**config.mk**
```make
export PLATFORM = sky130hd
export DESIGN_NAME = pu_io_rd_initiator
export DESIGN_NICKNAME = d
export VERILOG_FILES = /design/src/rtl/pu_io_rd_initiator.sv
export SDC_FILE = /design/constraint.sdc
export NUM_CORES = 1
export LEC_CHECK = 0
export CORE_ASPECT_RATIO = 0.6
export CORE_MARGIN = 2
export CORE_UTILIZATION = 35
export CTS_BUF_LIST = sky130_fd_sc_hd__clkbuf_8
export DETAILED_ROUTE_END_ITERATION = 7
export PLACE_DENSITY = 0.73
export SLEW_MARGIN = 20
export SYNTH_ARGS = -nofsm -noshare
export SYNTH_HDL_FRONTEND = slang
export SYNTH_SLANG_ARGS = --single-unit
export TNS_END_PERCENT = 20
```
**constraint.sdc**
```tcl
create_clock -name clk -period 1.9 [get_ports clk]
set_clock_uncertainty 0.2 [all_clocks]
set_input_delay 0.475 -clock clk [delete_from_list [all_inputs] [get_ports clk]]
set_output_delay 0.475 -clock clk [all_outputs]
set_load 0.02 [all_outputs]
```
**src/rtl/pu_io_rd_initiator.sv**
```systemverilog
// Per-PU read initiator for the shared lookup-memory io_req/io_ack protocol.
// One request may be outstanding at a time. A watchdog abandons a silent responder, and sticky flags record errors.
module pu_io_rd_initiator #(
    parameter int WIDTH_NBITS    = 32,
    parameter int FID_NBITS      = 4,
    parameter int ADDR_NBITS     = 12,
    parameter int TIMEOUT_CYCLES = 1023,
    parameter int TO_NBITS       = 10
) (
    input  logic                            clk,
    input  logic                            reset,
    input  logic                            core_rd,
    input  logic [FID_NBITS+ADDR_NBITS-1:0] core_cmd,
    output logic                            core_rdy,
    output logic                            core_rdata_valid,
    output logic [WIDTH_NBITS-1:0]          core_rdata,
    output logic                            core_rd_err,
    output logic                            io_req,
    output logic [FID_NBITS+ADDR_NBITS-1:0] io_cmd,
    input  logic                            io_ack,
    input  logic [WIDTH_NBITS-1:0]          io_ack_data,
    input  logic                            err_clr,
    output logic                            timeout_err,
    output logic                            stray_ack_err
);

    typedef enum logic [1:0] {
        ST_IDLE,
        ST_REQ,
        ST_WAIT
    } state_t;

    localparam logic [TO_NBITS-1:0] CNT_LAST = TO_NBITS'(TIMEOUT_CYCLES - 1);

    state_t              state;
    logic [TO_NBITS-1:0] wait_cnt;
    logic                ack_done;
    logic                timeout_hit;
    logic                stray_hit;

    assign core_rdy = (state == ST_IDLE);

    // An ack on the final watchdog cycle still completes the request normally.
    always_comb begin
        ack_done    = (state == ST_WAIT) && io_ack;
        timeout_hit = (state == ST_WAIT) && !io_ack && (wait_cnt == CNT_LAST);
        stray_hit   = (state != ST_WAIT) && io_ack;
    end

    always_ff @(posedge clk) begin
        if (reset) begin
            state            <= ST_IDLE;
            wait_cnt         <= '0;
            io_req           <= 1'b0;
            io_cmd           <= '0;
            core_rdata_valid <= 1'b0;
            core_rdata       <= '0;
            core_rd_err      <= 1'b0;
            timeout_err      <= 1'b0;
            stray_ack_err    <= 1'b0;
        end else begin
            io_req           <= 1'b0;
            core_rdata_valid <= 1'b0;
            core_rdata       <= '0;
            core_rd_err      <= 1'b0;
            case (state)
                ST_IDLE: begin
                    wait_cnt <= '0;
                    if (core_rd) begin
                        io_cmd <= core_cmd;
                        io_req <= 1'b1;
                        state  <= ST_REQ;
                    end
                end
                ST_REQ: begin
                    wait_cnt <= '0;
                    state    <= ST_WAIT;
                end
                ST_WAIT: begin
                    if (ack_done) begin
                        core_rdata_valid <= 1'b1;
                        core_rdata       <= io_ack_data;
                        state            <= ST_IDLE;
                    end else if (timeout_hit) begin
                        core_rdata_valid <= 1'b1;
                        core_rd_err      <= 1'b1;
                        state            <= ST_IDLE;
                    end else if (wait_cnt != CNT_LAST) begin
                        wait_cnt <= wait_cnt + TO_NBITS'(1);
                    end
                end
                default: state <= ST_IDLE;
            endcase
            // If a new error arrives in the same cycle as err_clr, the flag stays set.
            timeout_err   <= timeout_hit | (timeout_err & ~err_clr);
            stray_ack_err <= stray_hit | (stray_ack_err & ~err_clr);
        end
    end

endmodule

```
Yosys cells after proc, flatten, opt, wreduce, memory -nomap -nowiden. Index checks and enable logic that the tools add are counted.

Flip-flop bits (word level): 65. Bits of input ports: 53.

$add $sub $neg: 1. Eq/ne operators: 10. Multiplexer cells: 11. Bitwise logic cells: 8. Reduce and logical (&&, ||, !) cells: 15.

Operator list (count): 2-to-1 mux 10 bit (3); case mux 10 bit (2 select lines) (1); adder 10 x 1 -> 10 bit, second input constant (1); == test 10 bit, second input constant (1); inequality test 10 bit, second input constant (1); inequality test 2 bit, second input constant (4); 2-to-1 mux 2 bit (3); case mux 2 bit (3 select lines) (1); OR reduction 2 bit (3); OR reduction 3 bit (2); logical AND 1 bit (4); inverter 1 bit (4); AND reduction 2 bit (2); AND reduction 4 bit (1); 2-to-1 mux 1 bit (3); inequality test 3 bit, second input constant (1); bitwise AND 1 bit (2); == test 2 x 1 -> 1 bit, second input constant (1); == test 2 bit, second input constant (1); logical NOT 2 bit (1); inequality test 2 x 1 -> 1 bit, second input constant (1); OR 1 bit (2); nonzero test 2 bit (1); logical NOT 1 bit (1).

Longest topological paths before layout. Gate-level depths: netlist (run 1).

Word-level depth: 6. Gate-level depth with buffers: 7. Gate-level depth less buffers: 6.

Worst setup path after synthesis (run 1). Ideal clock, no wire load.

Path type: flip-flop to flip-flop. Start point: register wait_cnt[0]. End point: register wait_cnt[8]. Setup time: 0.071 ns. Arrival time: 1.565 ns. Data required time: 1.629 ns. Slack: 0.065 ns. Stages on the path, launching flop included: 7. Buffers on the path: 0. Path through: dfxtp_1 -> inv_1 -> ha_1 -> and3_1 -> a211o_1 -> or3_1 -> a21oi_1.

Longest elaborated chain between the ends: 5.

RTL lines: start, declared (RTL line 36) `logic [TO_NBITS-1:0] wait_cnt;`; start signal, assigned (RTL line 89) `wait_cnt <= wait_cnt + TO_NBITS'(1);`; adder 10 x 1 -> 10 bit (RTL line 89); 2-to-1 mux 10 bit (RTL line 88) `end else if (wait_cnt != CNT_LAST) begin`; 2-to-1 mux 10 bit (RTL line 84) `end else if (timeout_hit) begin`; 2-to-1 mux 10 bit (RTL line 80) `if (ack_done) begin`; case mux 10 bit (2 select lines) (RTL line 66) `case (state)`.

Parallel ways exist; a longest one is shown, timed or not. The select of a mux whose other input is x is not followed. A chain may end at the register's enable or synchronous reset.

Worst setup path after layout (run 1). Ends and elaborated chain as after synthesis.

==> results of run 1 <==
## power by group through the flow
stage | Sequential [mW] | Combinational [mW] | Clock, mW
after floorplan | 1.48 | 0.0828 | 0
after global placement | 1.44 | 0.334 | 0
after detailed placement | 1.44 | 0.337 | 0
after CTS | 1.41 | 0.316 | 1.23
after global routing | 1.41 | 0.340 | 1.30
final | 1.41 | 0.311 | 1.18
## per-layer routing
metal,part of all wire,GRT usage,up-vias
met5,0,0,-
li1,-,-,1004
met3,0.14,0.111,4
met4,0.0064,0.0633,0
met2,0.40,0.250,93
met1,0.45,0.214,867
## sequential cells by signal, indices dropped and copies added (netlist names)
signal / count
core_rd_err: 1
core_rdata: 32
core_rdata_valid: 1
io_cmd: 16
io_req: 1
state: 2
stray_ack_err: 1
timeout_err: 1
wait_cnt: 10
## stage by stage
step	utilization	hold slack, ns	cells
detailed placement	0.570	0.246	423
CTS	0.593	0.254	439
finish	0.594	0.251	439
global placement	0.570	0.242	423
global route	0.594	0.278	439
floorplan	-	0.258	228
## layout by cell type, fill, tap and decap left out, types with 2 or more instances in the layout
| cell type | netlist | layout |
|---|---|---|
| sky130_fd_sc_hd__a21oi_1 | 24 | 23 |
| sky130_fd_sc_hd__clkinv_4 | 0 | 2 |
| sky130_fd_sc_hd__nand4_1 | 2 | 2 |
| sky130_fd_sc_hd__dlygate4sd2_1 | 0 | 53 |
| sky130_fd_sc_hd__a211oi_1 | 2 | 2 |
| sky130_fd_sc_hd__nor2b_1 | 2 | 2 |
| sky130_fd_sc_hd__nor2_1 | 11 | 11 |
| sky130_fd_sc_hd__nand3_1 | 2 | 2 |
| sky130_fd_sc_hd__inv_1 | 3 | 3 |
| sky130_fd_sc_hd__clkbuf_8 | 0 | 10 |
| sky130_fd_sc_hd__clkdlybuf4s50_1 | 0 | 52 |
| sky130_fd_sc_hd__nand2b_1 | 3 | 3 |
| sky130_fd_sc_hd__and2_1 | 34 | 34 |
| sky130_fd_sc_hd__dfxtp_1 | 65 | 64 |
| sky130_fd_sc_hd__a2111o_1 | 3 | 3 |
| sky130_fd_sc_hd__clkinv_2 | 0 | 2 |
| sky130_fd_sc_hd__o21ai_0 | 3 | 2 |
| sky130_fd_sc_hd__buf_12 | 0 | 2 |
| sky130_fd_sc_hd__xnor2_1 | 2 | 2 |
| sky130_fd_sc_hd__nand2_1 | 41 | 41 |
| sky130_fd_sc_hd__buf_4 | 0 | 14 |
## area by class of cell
cell class	instances	area, sq um	share of cell area
flip-flops and latches	65	1300	0.359
repair buffers	122	1130	0.313
multi-input cells	149	873	0.241
clock buffers	10	138	0.0379
well taps	84	105	0.0289
clock inverters	6	66.3	0.0183
inverters	3	11.3	0.00310
## cells by family after synthesis
| family | after synthesis | synth area share |
|---|---|---|
| buffers and inverters | 14 | 0.0287 |
| adder cells (fa/ha/maj) | 2 | 0.0113 |
| AO/OA/AOI/OAI | 38 | 0.109 |
| XOR/XNOR | 3 | 0.0118 |
| AND/OR/NAND/NOR | 106 | 0.253 |
| flip-flops | 65 | 0.586 |
## worst max-delay path: stages (launching register included)
cell	delay [ns]
sky130_fd_sc_hd__dfxtp_2	0.33
sky130_fd_sc_hd__inv_1	0.04
sky130_fd_sc_hd__ha_1	0.22
sky130_fd_sc_hd__and3_4	0.21
sky130_fd_sc_hd__a211o_1	0.30
sky130_fd_sc_hd__or3_1	0.33
sky130_fd_sc_hd__a21oi_2	0.13
## worst min path at each step
stage,start,to,slack (ns),cells after the start
after floorplan,wait_cnt[9],wait_cnt[9],0.26,2
after global placement,io_cmd[6],io_cmd[6],0.24,2
after detailed placement,io_cmd[3],io_cmd[3],0.25,2
after CTS,io_cmd[3],io_cmd[3],0.25,2
after global routing,io_cmd[10],io_cmd[10],0.28,2
final,io_cmd[3],io_cmd[3],0.25,2
## repair_timing
| item | 4_1_cts | 5_1_grt |
|---|---|---|
| setup buffers | 0 | 0 |
| endpoints found under the setup margin | 54 | 3 |
| gates resized for setup | 55 | 7 |
| gates cloned | 0 | 0 |
==> out/qor.txt, run 1 <==
mean cell area of the mapped netlist = 9.75 sq um
clk root buf = sky130_fd_sc_hd__clkbuf_8
number of clock sinks seen by CTS = 65
Slew Viols, Final = 0
Data required, critical path = 1.97 ns
net switching power figure = 688 uW
Sw Share = 0.237
Arr. time, crit path = 1.89 ns
design area = 0.00363 sq mm
Yosys top cell by area = sky130_fd_sc_hd__dfxtp_1
Die Footprint = 0.00702 sq mm
sequential-to-total area share from yosys stat = 0.586
CTS max path bufs = 2
synthesized instance count = 228
number of buffers inserted by port buffering = 106
number of antenna violations at the first check in global routing = 0
FF-to-FF path depth = 6
commonest cells in the synthesized netlist = sky130_fd_sc_hd__dfxtp_1, sky130_fd_sc_hd__nand2_1, sky130_fd_sc_hd__and2_1
maximum number of pins on one net before global-route repair = 33
P&R area growth vs syn = 63.4%
number of enable-type register cells in the synthesized netlist = 0
setup violation total in the final timing report = 0
Total Negative Setup Slacks = 0 ns
remaining antenna violation count after routing = 0
clock tree from TritonCTS = yes
last weighted congestion value of the routability-driven placer = 0.817
Placeable Area = 0.00611 sq mm
via count of the first global-routing pass = 1979
total cell area at the placement stage = 0.00349 sq mm
vertical extent of the die = 65.7 microns
per-cell routed wire length = 12.9 microns
fin crit period = 1.82 ns
row cnt = 22
number of H-tree branching levels = 3
vias = 1968
count of antenna diodes in the layout = 0
Via density = 4.48
number of clock buffers inserted by TritonCTS = 9
startpoint types = flop
final global-route overflow total = 0
async set-or-reset flop fraction in the synthesized netlist = 0
Reg2Reg Capture Point = wait_cnt[8]
nature of the critical path endpoint = flop
class of the tightest hold or removal check = reg -> reg
minimum setup slack among reg-to-reg paths = 0.08 ns
proportion of power drawn by the clock network = 0.408
first-pass GRT wire length = 9250 microns
share of post-route cells with drive strength above 1 = 0.121
setup repair after global routing missed its margin = no
primary flip-flop cell chosen by synthesis mapping = sky130_fd_sc_hd__dfxtp_1
number of remaining DRC errors = 0
relative contribution of combinational cells to total power = 0.107
worst setup path class = reg -> reg
global router's overall resource usage = 0.176
Max Clk Rate = 0.550 GHz
initial core utilization = 0.364
start point of the critical path = wait_cnt[0]
Final #Nets = 405
total power per unit cell area = 800 mW/mm^2
number of buffers inserted for hold repair after clock tree synthesis = 0
minimum setup slack in the final design = 0.0809 ns
fill count = 553
post-synthesis cell area = 0.00222 sq mm
endpoints failing hold = 0
warnings from Yosys = 0
number of library cell types mapped by synthesis = 36
cell with the most instances after synthesis = sky130_fd_sc_hd__dfxtp_1
sequential cell fraction of total power = 0.485
cell-internal power = 2.22 mW
Mapped Nets = 283
number of synthesized register bits = 65
area share of the largest cell type after synthesis = 0.586
total iterations of the first detailed-routing run = 4
P_leak = 1.66 nW
Max-slew headroom = 0.766
outcome = complete, no violations
violation count after the first detailed-route iteration = 69
MaxCap Viol Count = 0
total routed wirelength = 5640 microns
clock latency on the worst-skew pair = 0.33 ns
PnR Total Power = 2.91 mW
highest ir drop seen on vdd = 0.000548 V
R2R Path Start = wait_cnt[0]
I/O pins = 107
critical path peak fanout = 4
Period Utilization, post-route = 0.957
Worst Max-Slew Pin Slew = 0.351 ns
Worst Setup Slack post-DPL = -0.186 ns
die width = 107 microns
Detail Placement HPWL = 4220 microns
Area contributors post-synth = sky130_fd_sc_hd__dfxtp_1, sky130_fd_sc_hd__and2_1, sky130_fd_sc_hd__nand2_1, sky130_fd_sc_hd__a21oi_1, sky130_fd_sc_hd__nor2_1
end of the critical path = wait_cnt[8]
clock transition at the registers of the reported paths = 0.07 ns
(Power assumes the default switching activity.)
==> inputs of run 2 (changes only) <==
--- a/config.mk
+++ b/config.mk
@@ -10,6 +10,7 @@
 export CORE_UTILIZATION = 35
 export CTS_BUF_LIST = sky130_fd_sc_hd__clkbuf_8
 export DETAILED_ROUTE_END_ITERATION = 7
+export GPL_TIMING_DRIVEN = 0
 export PLACE_DENSITY = 0.73
 export SLEW_MARGIN = 20
 export SYNTH_ARGS = -nofsm -noshare
==> out/qor.txt, run 2 (same netlist as run 1, synthesis figures left out) <==
number of antenna violations at the first check in global routing = 0 (unchanged)
met3 usage in global routing = 0.112 (+0.000992)
Detail Placement HPWL = 4060 microns (-3.7%)
clock tree from TritonCTS = yes
count of antenna diodes in the layout = 0 (unchanged)
Placeable Area = 0.00611 sq mm (unchanged)
first-pass GRT wire length = 9060 microns (-2.0%)
clk root buf = sky130_fd_sc_hd__clkbuf_8
outcome = finished with violations
Via density = 4.43 (-1.1%)
minimum setup slack in the final design = -0.000136 ns (-0.0811 ns)
P&R area growth vs syn = 61.0%
design area = 0.00358 sq mm (-1.4%)
vias = 1933 (-1.8%)
Worst Hold Endpoint = io_cmd[7]
MaxCap Viol Count = 0 (unchanged)
flip-flop count of the largest register, all copies and words added = 32 (unchanged)
Die Footprint = 0.00702 sq mm (unchanged)
busiest grt layer = met2
share of post-route cells with drive strength above 1 = 0.114 (-0.00749)
I/O pins = 107 (unchanged)
die width = 107 microns (unchanged)
vertical extent of the die = 65.7 microns (unchanged)
Inst Count DP = 417 (-1.4%)
total iterations of the first detailed-routing run = 4 (unchanged)
top register by number of flip-flops = core_rdata
highest ir drop seen on vdd = 0.000484 V (-12%)
Max-slew headroom = 0.657 (-0.109)
PnR Total Power = 2.89 mW (-0.55%)
Slew Viols, Final = 0 (unchanged)
Reg2Reg Capture Point = wait_cnt[8]
Period Utilization, post-route = 1.00 (+0.0427)
Final #Nets = 402 (-0.74%)
setup violation total in the final timing report = 1 (+1)
total power per unit cell area = 808 mW/mm^2 (+0.91%)
clock latency on the worst-skew pair = 0.34 ns (about the same)
Hold WS = 0.252 ns (+0.000803 ns)
endpoints failing hold = 0 (unchanged)
total routed wirelength = 5470 microns (-3.0%)
Data required, critical path = 1.93 ns (-0.04 ns)
last weighted congestion value of the routability-driven placer = 0.828 (+1.4%)
maximum number of pins on one net before global-route repair = 13 (-61%)
number of buffers inserted by port buffering = 105 (-0.94%)
row cnt = 22 (unchanged)
per-cell routed wire length = 12.6 microns (-2.3%)
Worst Setup Slack post-DPL = -0.669 ns (-0.482 ns)
start point of the critical path = reset
Max Clk Rate = 0.526 GHz (-4.3%)
startpoint types = input pin
global router's overall resource usage = 0.168 (-0.00728)
fin crit period = 1.90 ns (+0.0811 ns)
met1 Resource Use GR = 0.208 (-0.00597)
critical path peak fanout = 10 (+6)
leading cell types in the layout, fill and taps excluded = sky130_fd_sc_hd__dfxtp_1, sky130_fd_sc_hd__dlygate4sd2_1, sky130_fd_sc_hd__clkdlybuf4s50_1
worst setup path class = in -> reg
CTS max path bufs = 2 (unchanged)
post-route non-filler standard cell count = 436 (-0.68%)
startpoint of the lowest-slack hold path = io_cmd[7]
Arr. time, crit path = 1.93 ns (+0.04 ns)
violation count after the first detailed-route iteration = 91 (+32%)
violations in the final reports = negative setup slack
R2R Path Start = wait_cnt[0]
number of clock buffers inserted by TritonCTS = 9 (unchanged)
most common library cell in the layout ignoring fill and taps = sky130_fd_sc_hd__dfxtp_1
clock transition at the registers of the reported paths = 0.08 ns (about the same)
setup repair after global routing missed its margin = yes
remaining antenna violation count after routing = 0 (unchanged)
biggest registers after layout = core_rdata (32), io_cmd (16), wait_cnt (10)
Worst Max-Slew Pin Slew = 0.514 ns (+0.164 ns)
number of H-tree branching levels = 3 (unchanged)
number of remaining DRC errors = 0 (unchanged)
via count of the first global-routing pass = 1941 (-1.9%)
total cell area at the placement stage = 0.00338 sq mm (-3.1%)
FF-to-FF path depth = 6 (unchanged)
initial core utilization = 0.364 (unchanged)
M2 GR Usage = 0.230 (-0.0199)
number of clock sinks seen by CTS = 65 (unchanged)
minimum setup slack among reg-to-reg paths = 0.07 ns (about the same)
nature of the critical path endpoint = flop
hold path cells = 2 (unchanged)
class of the tightest hold or removal check = reg -> reg
number of buffers inserted for hold repair after clock tree synthesis = 0 (unchanged)
P_leak = 1.62 nW (-2.4%)
final global-route overflow total = 0 (unchanged)
==> run 2: cell count changes in the layout (fill, tap and decap cells not counted), sizes merged <==
| cell | change |
|---|---|
| buf | -7 |
| clkbuf | +5 |
| clkdlybuf4s50 | -1 |
| clkinv | -3 |
| clkinvlp | +3 |
==> run 2: worst max-delay path by stage <==
stage | slack, ns | end | cells past startpoint
after floorplan | 0.06 | wait_cnt[8] | 6
after global placement | -0.67 | core_rdata[14] | 6
after detailed placement | -0.67 | core_rdata[17] | 6
after CTS | 0.006 | wait_cnt[8] | 6
after global routing | -0.08 | wait_cnt[5] | 6
final | -0.0001 | wait_cnt[5] | 6
==> run 2: cell type report <==
| class | instances | area, sq um |
|---|---|---|
| Inverter | 3 | 11.3 |
| Multi-Input combinational cell | 149 | 888 |
| Clock inverter | 6 | 66.3 |
| Fill cell | 570 | 2530 |
| Buffer | 11 | 61.3 |
| Tap cell | 84 | 105 |
| Clock buffer | 10 | 138 |
| Timing Repair Buffer | 108 | 1000 |
| Sequential cell | 65 | 1310 |
==> run 2: power by group <==
| part | total [mW] | switching, mW | internal [mW] |
|---|---|---|---|
| sequential | 1.41 | 0.0159 | 1.40 |
| combinational | 0.294 | 0.132 | 0.161 |
| clock | 1.19 | 0.542 | 0.643 |
| total | 2.89 | 0.691 | 2.20 |
==> run 2: metrics by stage <==
| step | TNS [ns] | util |
|---|---|---|
| after floorplan | 0 | - |
| after global placement | -22.20 | 0.553 |
| after detailed placement | -22.82 | 0.553 |
| after CTS | 0 | 0.578 |
| after global routing | -0.305 | 0.586 |
| final | -0.000136 | 0.586 |
==> run 2: what timing repair did <==
| item | 4_1_cts | 5_1_grt |
|---|---|---|
| pin swaps | 0 | 2 |
| setup buffers | 0 | 3 |
| gates resized for setup | 65 | 12 |
| endpoints found under the setup margin | 87 | 36 |
| cloned | 0 | 0 |
==> run 2: critical path: stages <==
cell                              delay, ns
sky130_fd_sc_hd__clkdlybuf4s50_1       0.54
sky130_fd_sc_hd__inv_1                 0.08
sky130_fd_sc_hd__nand2_1               0.18
sky130_fd_sc_hd__clkbuf_1              0.44
sky130_fd_sc_hd__a2111o_1              0.17
sky130_fd_sc_hd__nand2_1               0.05
==> run 2: layer usage <==
layer | routed length [microns] | part of all wire | up-vias
li1 | - | - | 996
met1 | 2610 | 0.48 | 838
met2 | 2000 | 0.37 | 89
met3 | 794 | 0.15 | 10
met4 | 68 | 0.012 | 0
met5 | 0 | 0 | -
